$ cat src/rtl/lsu_pkg.sv
// Shared types and constants for the load/store unit and its controller.
// Also holds the fault, byte-lane and store-replication helpers.
`timescale 1ns/1ps
package lsu_pkg;

  typedef enum logic [1:0] {
    ST_IDLE = 2'd0,
    ST_REQ  = 2'd1,
    ST_RESP = 2'd2,
    ST_DONE = 2'd3
  } lsu_state_e;

  localparam logic [2:0] F3_B  = 3'b000;
  localparam logic [2:0] F3_H  = 3'b001;
  localparam logic [2:0] F3_W  = 3'b010;
  localparam logic [2:0] F3_BU = 3'b100;
  localparam logic [2:0] F3_HU = 3'b101;

  localparam int TIMEOUT_DEF = 15;

  localparam logic [6:0] LOAD  = 7'd3;
  localparam logic [6:0] STORE = 7'd35;

  // Only meaningful when at least one strobe is high.
  function automatic logic access_fault(logic rd, logic wr, logic [2:0] f3, logic [1:0] off);
    logic f3_ok;
    if (wr) f3_ok = (f3 == F3_B) || (f3 == F3_H) || (f3 == F3_W);
    else    f3_ok = (f3 == F3_B) || (f3 == F3_H) || (f3 == F3_W) ||
                    (f3 == F3_BU) || (f3 == F3_HU);
    return (rd & wr) | ~f3_ok |
           ((f3[1:0] == 2'b01) & off[0]) |
           ((f3[1:0] == 2'b10) & (off != 2'b00));
  endfunction

  function automatic logic [3:0] lane_mask(logic [2:0] f3, logic [1:0] off);
    case (f3[1:0])
      2'b00:   return 4'b0001 << off;
      2'b01:   return 4'b0011 << off;
      default: return 4'b1111;
    endcase
  endfunction

  function automatic logic [31:0] store_lanes(logic [2:0] f3, logic [31:0] d);
    case (f3[1:0])
      2'b00:   return {4{d[7:0]}};
      2'b01:   return {2{d[15:0]}};
      default: return d;
    endcase
  endfunction

endpackage

$ cat src/rtl/lsu_load_align.sv
// Load data alignment: shifts the addressed bytes down to bit 0 and
// sign- or zero-extends according to funct3.
`timescale 1ns/1ps
module load_align
  import lsu_pkg::*;
#(
  parameter int XLEN = 32
) (
  input  logic [XLEN-1:0] word_i,
  input  logic [1:0]      offset_i,
  input  logic [2:0]      funct3_i,
  output logic [XLEN-1:0] rdata_o
);

  logic [XLEN-1:0] shifted;

  always_comb begin
    shifted = word_i >> {offset_i, 3'b000};
    rdata_o = shifted;
    case (funct3_i)
      F3_B:    rdata_o = {{(XLEN-8){shifted[7]}}, shifted[7:0]};
      F3_H:    rdata_o = {{(XLEN-16){shifted[15]}}, shifted[15:0]};
      F3_BU:   rdata_o = {{(XLEN-8){1'b0}}, shifted[7:0]};
      F3_HU:   rdata_o = {{(XLEN-16){1'b0}}, shifted[15:0]};
      default: rdata_o = shifted;
    endcase
  end

endmodule

$ cat src/rtl/lsu.sv
// Load/store unit: one valid/ready data-memory transaction per memread/memwrite
// strobe, stalling the core until DONE. Faults finish without a bus access.
//
//   state   | meaning
//   IDLE    | waiting for a strobe; stall follows the strobe combinationally
//   REQ     | mem_valid high, request fields held until mem_ready
//   RESP    | load accepted, waiting for mem_rvalid
//   DONE    | one cycle: stall low, rdata/err presented to writeback
`timescale 1ns/1ps
module lsu
  import lsu_pkg::*;
#(
  parameter int XLEN    = 32,
  parameter int TIMEOUT = TIMEOUT_DEF
) (
  input  logic            clk,
  input  logic            rst_n,
  input  logic            memread,
  input  logic            memwrite,
  input  logic [2:0]      funct3,
  input  logic [XLEN-1:0] addr,
  input  logic [XLEN-1:0] wdata,
  output logic [XLEN-1:0] rdata,
  output logic            stall,
  output logic            err,
  output logic            mem_valid,
  input  logic            mem_ready,
  output logic            mem_we,
  output logic [XLEN-1:0] mem_addr,
  output logic [3:0]      mem_be,
  output logic [XLEN-1:0] mem_wdata,
  input  logic            mem_rvalid,
  input  logic [XLEN-1:0] mem_rdata
);

  localparam int CW = $clog2(TIMEOUT + 1);

  lsu_state_e      state_q, state_d;
  logic [XLEN-1:0] addr_q, addr_d;
  logic [XLEN-1:0] wdata_q, wdata_d;
  logic [XLEN-1:0] rdata_q, rdata_d;
  logic [2:0]      f3_q, f3_d;
  logic            we_q, we_d;
  logic [3:0]      be_q, be_d;
  logic            err_q, err_d;
  logic [CW-1:0]   cnt_q, cnt_d;

  logic [XLEN-1:0] load_word;
  logic            req;
  logic            fault;
  logic            timeout;

  load_align #(.XLEN(XLEN)) u_align (
    .word_i   (mem_rdata),
    .offset_i (addr_q[1:0]),
    .funct3_i (f3_q),
    .rdata_o  (load_word)
  );

  assign req     = memread | memwrite;
  assign fault   = access_fault(memread, memwrite, funct3, addr[1:0]);
  // Terminal count is the TIMEOUT-th cycle spent in REQ+RESP.
  assign timeout = (cnt_q == CW'(TIMEOUT - 1));

  always_comb begin
    state_d = state_q;
    addr_d  = addr_q;
    wdata_d = wdata_q;
    rdata_d = rdata_q;
    f3_d    = f3_q;
    we_d    = we_q;
    be_d    = be_q;
    err_d   = 1'b0;
    cnt_d   = cnt_q;
    case (state_q)
      ST_IDLE: begin
        if (req) begin
          if (fault) begin
            state_d = ST_DONE;
            err_d   = 1'b1;
            rdata_d = '0;
          end else begin
            state_d = ST_REQ;
            addr_d  = addr;
            f3_d    = funct3;
            we_d    = memwrite;
            be_d    = lane_mask(funct3, addr[1:0]);
            wdata_d = store_lanes(funct3, wdata);
            cnt_d   = '0;
          end
        end
      end
      ST_REQ: begin
        if (mem_ready) begin
          state_d = we_q ? ST_DONE : ST_RESP;
          cnt_d   = cnt_q + CW'(1);
          if (we_q) rdata_d = '0;
        end else if (timeout) begin
          state_d = ST_DONE;
          err_d   = 1'b1;
          rdata_d = '0;
        end else begin
          cnt_d = cnt_q + CW'(1);
        end
      end
      ST_RESP: begin
        if (mem_rvalid) begin
          state_d = ST_DONE;
          rdata_d = load_word;
        end else if (timeout) begin
          state_d = ST_DONE;
          err_d   = 1'b1;
          rdata_d = '0;
        end else begin
          cnt_d = cnt_q + CW'(1);
        end
      end
      default: state_d = ST_IDLE;
    endcase
  end

  always_ff @(posedge clk or negedge rst_n) begin
    if (!rst_n) begin
      state_q <= ST_IDLE;
      addr_q  <= '0;
      wdata_q <= '0;
      rdata_q <= '0;
      f3_q    <= '0;
      we_q    <= 1'b0;
      be_q    <= '0;
      err_q   <= 1'b0;
      cnt_q   <= '0;
    end else begin
      state_q <= state_d;
      addr_q  <= addr_d;
      wdata_q <= wdata_d;
      rdata_q <= rdata_d;
      f3_q    <= f3_d;
      we_q    <= we_d;
      be_q    <= be_d;
      err_q   <= err_d;
      cnt_q   <= cnt_d;
    end
  end

  assign mem_valid = (state_q == ST_REQ);
  assign mem_we    = we_q;
  assign mem_addr  = {addr_q[XLEN-1:2], 2'b00};
  assign mem_be    = be_q;
  assign mem_wdata = wdata_q;
  assign rdata     = rdata_q;
  assign err       = err_q;
  assign stall     = ((state_q == ST_IDLE) & req) |
                     (state_q == ST_REQ) | (state_q == ST_RESP);

endmodule

$ cat config.mk
export PLATFORM = sky130hd
export DESIGN_NAME = lsu
export DESIGN_NICKNAME = d
export VERILOG_FILES = /design/src/rtl/lsu_pkg.sv /design/src/rtl/lsu_load_align.sv /design/src/rtl/lsu.sv
export SDC_FILE = /design/constraint.sdc
export NUM_CORES = 1
export LEC_CHECK = 0
export CAP_MARGIN = 10
export CELL_PAD_IN_SITES_DETAIL_PLACEMENT = 2
export CELL_PAD_IN_SITES_GLOBAL_PLACEMENT = 2
export CORE_MARGIN = 2
export CORE_UTILIZATION = 29
export CTS_CLUSTER_DIAMETER = 80
export CTS_CLUSTER_SIZE = 24
export DETAILED_ROUTE_END_ITERATION = 10
export PLACE_DENSITY_LB_ADDON = 0.25
export SYNTH_ARGS = -nofsm -noshare
export SYNTH_HDL_FRONTEND = slang
export SYNTH_HIERARCHICAL = 1
export SYNTH_SLANG_ARGS = --single-unit
$ cat constraint.sdc
create_clock -name clk -period 4.17 [get_ports clk]
set_input_delay 0.834 -clock clk [delete_from_list [all_inputs] [get_ports clk]]
set_output_delay 0.834 -clock clk [all_outputs]
set_load 0.05 [all_outputs]
==> flow_metrics.py, run 1 <==
metrics = {
    "yosys": {
        "synth_xor_area_frac": 0,
        "muxShareOfSynthArea": 0.165,
        "synth_ff_type": "dfrtp_1",
        "yosys_warnings": 6,
        "syn_area_um2": 5680,
        "synthSimpleGateAreaFrac": 0.0909,
        "synth_top_area_share": 0.489,
        "synthTopCellsByArea": "dfrtp_1, mux2i_1, mux2_2, a22o_1, buf_4",
        "synth_compound_area_frac": 0.165,
        "yosysUniqueCellTypes": 47,
        "synthArstFlopShare": 1.00,
        "seq_area_frac_synth": 0.489,
        "synth_top_family_by_area": "compound AO/OA/AOI/OAI gates",
        "synth-seq-cells": 111,
        "synthAdderAreaFrac": 0.0154,
        "postSynthAreaPerCell_um2": 10.9,
        "syn_inst": 523,
        "synth_enable_flop_cells": 0,
        "synth_largest_area_cell": "dfrtp_1",
    },
    "detailed_routing": {
        "ant_nets": 0,
        "drt-wirelength-per-cell_um": 19.5,
        "top_layer": "met4",
        "drc": 0,
        "vias": 4674,
        "wl_met2_mm": 9.33,
        "dr.pass1.iters": 4,
        "drt-total-wl_mm": 18.6,
        "vias_per_cell": 4.89,
        "met1_length_mm": 7.93,
        "wl_met3_mm": 1.15,
        "drtIter0Drc": 147,
    },
    "run_status": {
        "outcome": "complete, no violations",
    },
    "cts": {
        "clock-sinks": 111,
        "cts_setup_buffers": 0,
        "clock_latency_ps": 360,
        "cts.clk_slew.worst_paths_ps": 70,
        "clock_path_buffers": 2,
        "cts_buffers": 9,
        "cts_tree": "done",
        "clk_root_buffer_cell": "clkbuf_16",
        "ctsHoldBuffers": 0,
        "cts_resized": 0,
        "htreeDepth": 3,
    },
    "sta": {
        "clock_skew_ps": 14.5,
        "tightestPinTransition_ps": 1000,
        "hold_viol": 0,
        "slew_violations": 0,
        "fin_crit_ps": 3360,
        "clock.fmax_mhz": 298,
        "setup_violations": 0,
        "tns_ps": 0,
        "fin_crit_sh": 0.805,
        "slew_headroom": 0.332,
        "rsz0062_at_grt": "false",
    },
    "critical_path": {
        "cp.arrival_ps": 2520,
        "critPathKind": "in2out",
        "cp-end-kind": "output port",
        "cp_max_fo": 4,
        "required_ps": 3340,
        "start_kind": "primary input",
    },
    "min_path": {
        "hold_class": "in2async",
    },
    "global_route": {
        "grt_overflow_total": 0,
        "grt_use_total": 0.181,
        "grt_pass1_vias": 5139,
        "antenna_found_initial": 0,
        "grt_pass1_wl_mm": 28.8,
        "grt_max_degree": 87,
    },
    "power": {
        "pwr-share-clk": 0.148,
        "ir_drop_mv": 0.368,
        "combPwrFrac": 0.584,
        "leakagePower_nw": 3.48,
        "seq_power_share": 0.268,
        "power_switching_mw": 3.33,
        "internal_power_mw": 3.49,
        "power.density_nw_per_um2": 843,
        "p_sw_frac": 0.489,
    },
    "layout": {
        "drive_gt1_frac": 0.104,
        "diodes": 0,
        "area_delta_synth_final_pct": 42.5,
        "nets": 798,
        "instances_no_fill": 956,
    },
    "floorplanning": {
        "coreArea_um2": 19300,
        "num_io_pins": 209,
        "die_h_um": 144,
        "die_x_um": 144,
        "core.rowCount": 51,
        "dieArea_um2": 20700,
        "initial_core_util": 0.294,
    },
    "placed_design": {
        "place.gp.congestion": 0.741,
        "dp_cells": 940,
        "dp_hpwl_mm": 13.8,
        "portBuffers": 206,
    },
    "flow_run": {
        "maxCapViolations": 0,
    },
}
## registers in the layout, summed over array words and instances (netlist names)
signal and count:
addr_q 32, mem_wdata 32, rdata 32, cnt_q 4, mem_be 4, f3_q 3
state_q 2, err 1, mem_we 1
## cells in the mapped netlist, types with 2 or more instances
cell      count
o21ai_0      40
buf_4        37
mux2_1        4
ha_1          7
inv_1         6
mux2_2       39
o21ai_2       2
nand3b_1      3
and3_1        2
o31ai_1       2
a211oi_1     14
buf_2        10
dfrtp_1     111
buf_6         2
nor2b_1      12
a22o_1       32
nand2b_1      3
o31a_1        2
a31oi_1       3
nand3_1       4
a21oi_1      21
clkbuf_1     13
nand2_1      48
nor2_1       38
o211ai_1      2
mux2i_1      45
## path summary, 6_finish.rpt
path / slack (ps) / start / cells past startpoint / end
max: 810 / memwrite / 4 / stall
min: 430 / rst_n / 1 / rdata[1]
max reg2reg: 1630 / state_q[0] / 7 / rdata[26]
min reg2reg: 480 / mem_wdata[26] / 2 / mem_wdata[26]
max in group asynchronous: 2770 / rst_n / 2 / addr_q[7]
min in group clk: 480 / mem_wdata[26] / 2 / mem_wdata[26]
## power by group through the flow
stage / sequential, mW / clock [mW] / combinational [mW]
2_1_floorplan: 2.63 / 0 / 2.06
3_3_place_gp: 1.82 / 0 / 3.92
3_5_place_dp: 1.86 / 0 / 4.02
4_1_cts: 1.84 / 1.05 / 4.03
5_1_grt: 1.90 / 1.08 / 4.23
6_report: 1.83 / 1.01 / 3.98
## worst max-delay path, stage by stage
cell             delay (ps)
clkdlybuf4s50_1         520
o21a_1                  220
nand2b_1                120
clkdlybuf4s50_1         810
## metal layers
metal	track usage	vias up
li1	-	2152
met5	0	-
met2	0.308	127
met1	0.227	2381
met4	0.0501	0
met3	0.0467	14
## logic make-up after synthesis
family | after synthesis
simple gates | 115
flops | 111
fa+ha+maj | 7
mux | 88
buf+inv | 69
other cells | 1
compound gates | 132
## placed cells by master, fill, tap and decap left out, types with 2 or more instances in the layout
cell and n:
buf_4 8, o31a_1 2, ha_1 7, a211oi_1 14, and3_1 2, inv_1 6, nor2_1 38, mux2_2 39
mux2_1 4, nand3b_1 3, nand3_1 4, clkbuf_1 2, conb_1 2, o21ai_2 2, nand2b_1 3, nand2_1 48
o21ai_0 40, dfrtp_1 111, a21oi_1 21, a22o_1 32, clkbuf_16 9, a31oi_1 3, nor2b_1 12, o211ai_1 2
o31ai_1 2, mux2i_1 45, clkdlybuf4s50_1 205, bufinv_16 3
## per-stage QoR
stage / util / hold slack (ps) / setup slack (ps) / power (mW) / cell area [um^2]
final: 0.419 / 432 / 815 / 6.82 / 8090
after detailed placement: 0.401 / 473 / 809 / 5.87 / 7750
after global placement: 0.401 / 463 / 828 / 5.73 / 7750
after floorplan: - / 465 / 1730 / 4.69 / 5690
after CTS: 0.419 / 451 / 809 / 6.92 / 8090
after global routing: 0.419 / 468 / 754 / 7.21 / 8090
## cell type report
cell class / count / area, um^2
fill: 2026 / 11200
sequential: 111 / 2780
multi-input combinational: 344 / 2490
timing repair buffer: 214 / 2130
tap: 265 / 332
clock buffer: 11 / 233
clock inverter: 5 / 106
inverter: 6 / 22.5
Power figures use the tool's default switching activity.
==> run 2, diff against run 1 <==
- CORE_UTILIZATION: 29 -> 27
- clock period: 4.17 -> 3.4 ns (I/O delays scaled with it)
==> flow_metrics.py, run 2 (synthesized netlist as in run 1, its figures left out) <==
metrics = {
    "power": {
        "internal_power_mw": 4.14,
        "seq_power_share": 0.272,
        "power.total_mw": 8.24,
        "leakagePower_nw": 3.48,
        "power.density_nw_per_um2": 1020,
        "ir_drop_mv": 0.453,
        "power_switching_mw": 4.10,
        "combPwrFrac": 0.591,
        "pwr-share-clk": 0.136,
        "p_sw_frac": 0.498,
    },
    "critical_path": {
        "reg2reg_from": "state_q[1]",
        "cp-end-kind": "output port",
        "required_ps": 2720,
        "worst_r2r_endpoint": "addr_q[13]",
        "crit_end": "mem_valid",
        "rrSetupSlack_ps": 1070,
        "start_kind": "register",
        "cp_max_fo": 9,
        "ff2ff_path_depth": 6,
        "critPathKind": "reg2out",
        "cp.arrival_ps": 2150,
        "crit_path_start": "state_q[1]",
    },
    "placed_design": {
        "place.gp.congestion": 0.783,
        "dp_cells": 954,
        "portBuffers": 206,
        "dp_hpwl_mm": 14.0,
        "dpl_cell_area_um2": 7790,
    },
    "detailed_routing": {
        "dr.pass1.iters": 3,
        "vias_per_cell": 4.80,
        "drc": 0,
        "drt-total-wl_mm": 18.6,
        "drtIter0Drc": 115,
        "drt-wirelength-per-cell_um": 19.1,
        "vias": 4659,
        "ant_nets": 0,
    },
    "cts": {
        "clk_root_buffer_cell": "clkbuf_16",
        "cts_buffers": 9,
        "clock-sinks": 111,
        "clock_path_buffers": 2,
        "cts_resized": 0,
        "htreeDepth": 3,
        "cts_tree": "done",
        "cts.clk_slew.worst_paths_ps": 80,
        "cts_setup_buffers": 0,
        "ctsHoldBuffers": 0,
        "clock_latency_ps": 360,
    },
    "sta": {
        "clock_skew_ps": 9.24,
        "holdWs_ps": 340,
        "fin_crit_sh": 0.833,
        "rsz0062_at_grt": "false",
        "tns_ps": 0,
        "tightestPinTransition_ps": 1120,
        "fin_crit_ps": 2830,
        "slew_headroom": 0.248,
        "hold_viol": 0,
        "setup_violations": 0,
        "slew_violations": 0,
        "clock.fmax_mhz": 353,
    },
    "floorplanning": {
        "num_io_pins": 209,
        "initial_core_util": 0.273,
        "coreArea_um2": 20800,
        "die_x_um": 149,
        "core.rowCount": 53,
        "die_h_um": 149,
        "dieArea_um2": 22200,
    },
    "layout": {
        "nets": 802,
        "drive_gt1_frac": 0.114,
        "design_area_um2": 8100,
        "mostFrequentLayoutCells": "clkdlybuf4s50_1, dfrtp_1, nand2_1",
        "final_common_cell": "clkdlybuf4s50_1",
        "instances_no_fill": 970,
        "diodes": 0,
        "area_delta_synth_final_pct": 42.6,
    },
    "global_route": {
        "grt_overflow_total": 0,
        "grt_max_degree": 83,
        "grt_use_total": 0.167,
        "antenna_found_initial": 0,
        "grt_pass1_vias": 5247,
        "grt_pass1_wl_mm": 28.9,
    },
    "min_path": {
        "hold_class": "in2async",
    },
    "flow_run": {
        "maxCapViolations": 0,
    },
    "run_status": {
        "outcome": "complete, no violations",
    },
}
[run 2: cell types whose count changed in the layout (fill, tap and decap cells not counted), sizes merged]
cell / before / now
clkbuf: 11 / 9
bufinv: 3 / 1
clkdlybuf4s50: 205 / 204
clkinv: 1 / 3
inv: 6 / 8
buf: 9 / 14
[run 2: power by group through the flow]
stage / Clock (mW) / Combinational (mW) / Sequential (mW)
after floorplan: 0 / 2.53 / 3.22
after CTS: 1.17 / 4.94 / 2.26
after global routing: 1.21 / 5.17 / 2.34
final: 1.12 / 4.87 / 2.25
after detailed placement: 0 / 4.92 / 2.28
after global placement: 0 / 4.80 / 2.24
[run 2: per-stage QoR]
stage / setup slack (ps) / util
final: 567 / 0.389
after global placement: 500 / 0.374
after CTS: 539 / 0.389
after detailed placement: 350 / 0.374
after global routing: 491 / 0.389
after floorplan: 1120 / -
[run 2: cell type report]
cell class	count	area, um^2
clock buffer	9	225
clock inverter	7	80.1
fill	2210	12700
inverter	6	22.5
multi-input combinational	344	2490
sequential	111	2780
tap	275	344
timing repair buffer	218	2160
[run 2: how the worst min path moves through the flow]
stage                               end     startpoint  slack, ps  depth (start not counted)
after detailed placement  mem_wdata[29]  mem_wdata[29]        470                          2
after floorplan               addr_q[0]          rst_n        380                          0
after global routing          rdata[29]          rst_n        390                          1
final                         rdata[29]          rst_n        340                          1
after CTS                     rdata[29]          rst_n        360                          1
after global placement    mem_wdata[24]  mem_wdata[24]        460                          2
[run 2: routing by layer]
layer,track usage,part of all wire
met5,0,0
met2,0.295,0.51
met4,0.0571,0.021
met3,0.0453,0.065
met1,0.195,0.41
[run 2: worst max-delay path, stage by stage (launching register included)]
cell             delay, ps
dfrtp_1                450
inv_1                  110
ha_1                   360
clkdlybuf4s50_1        880
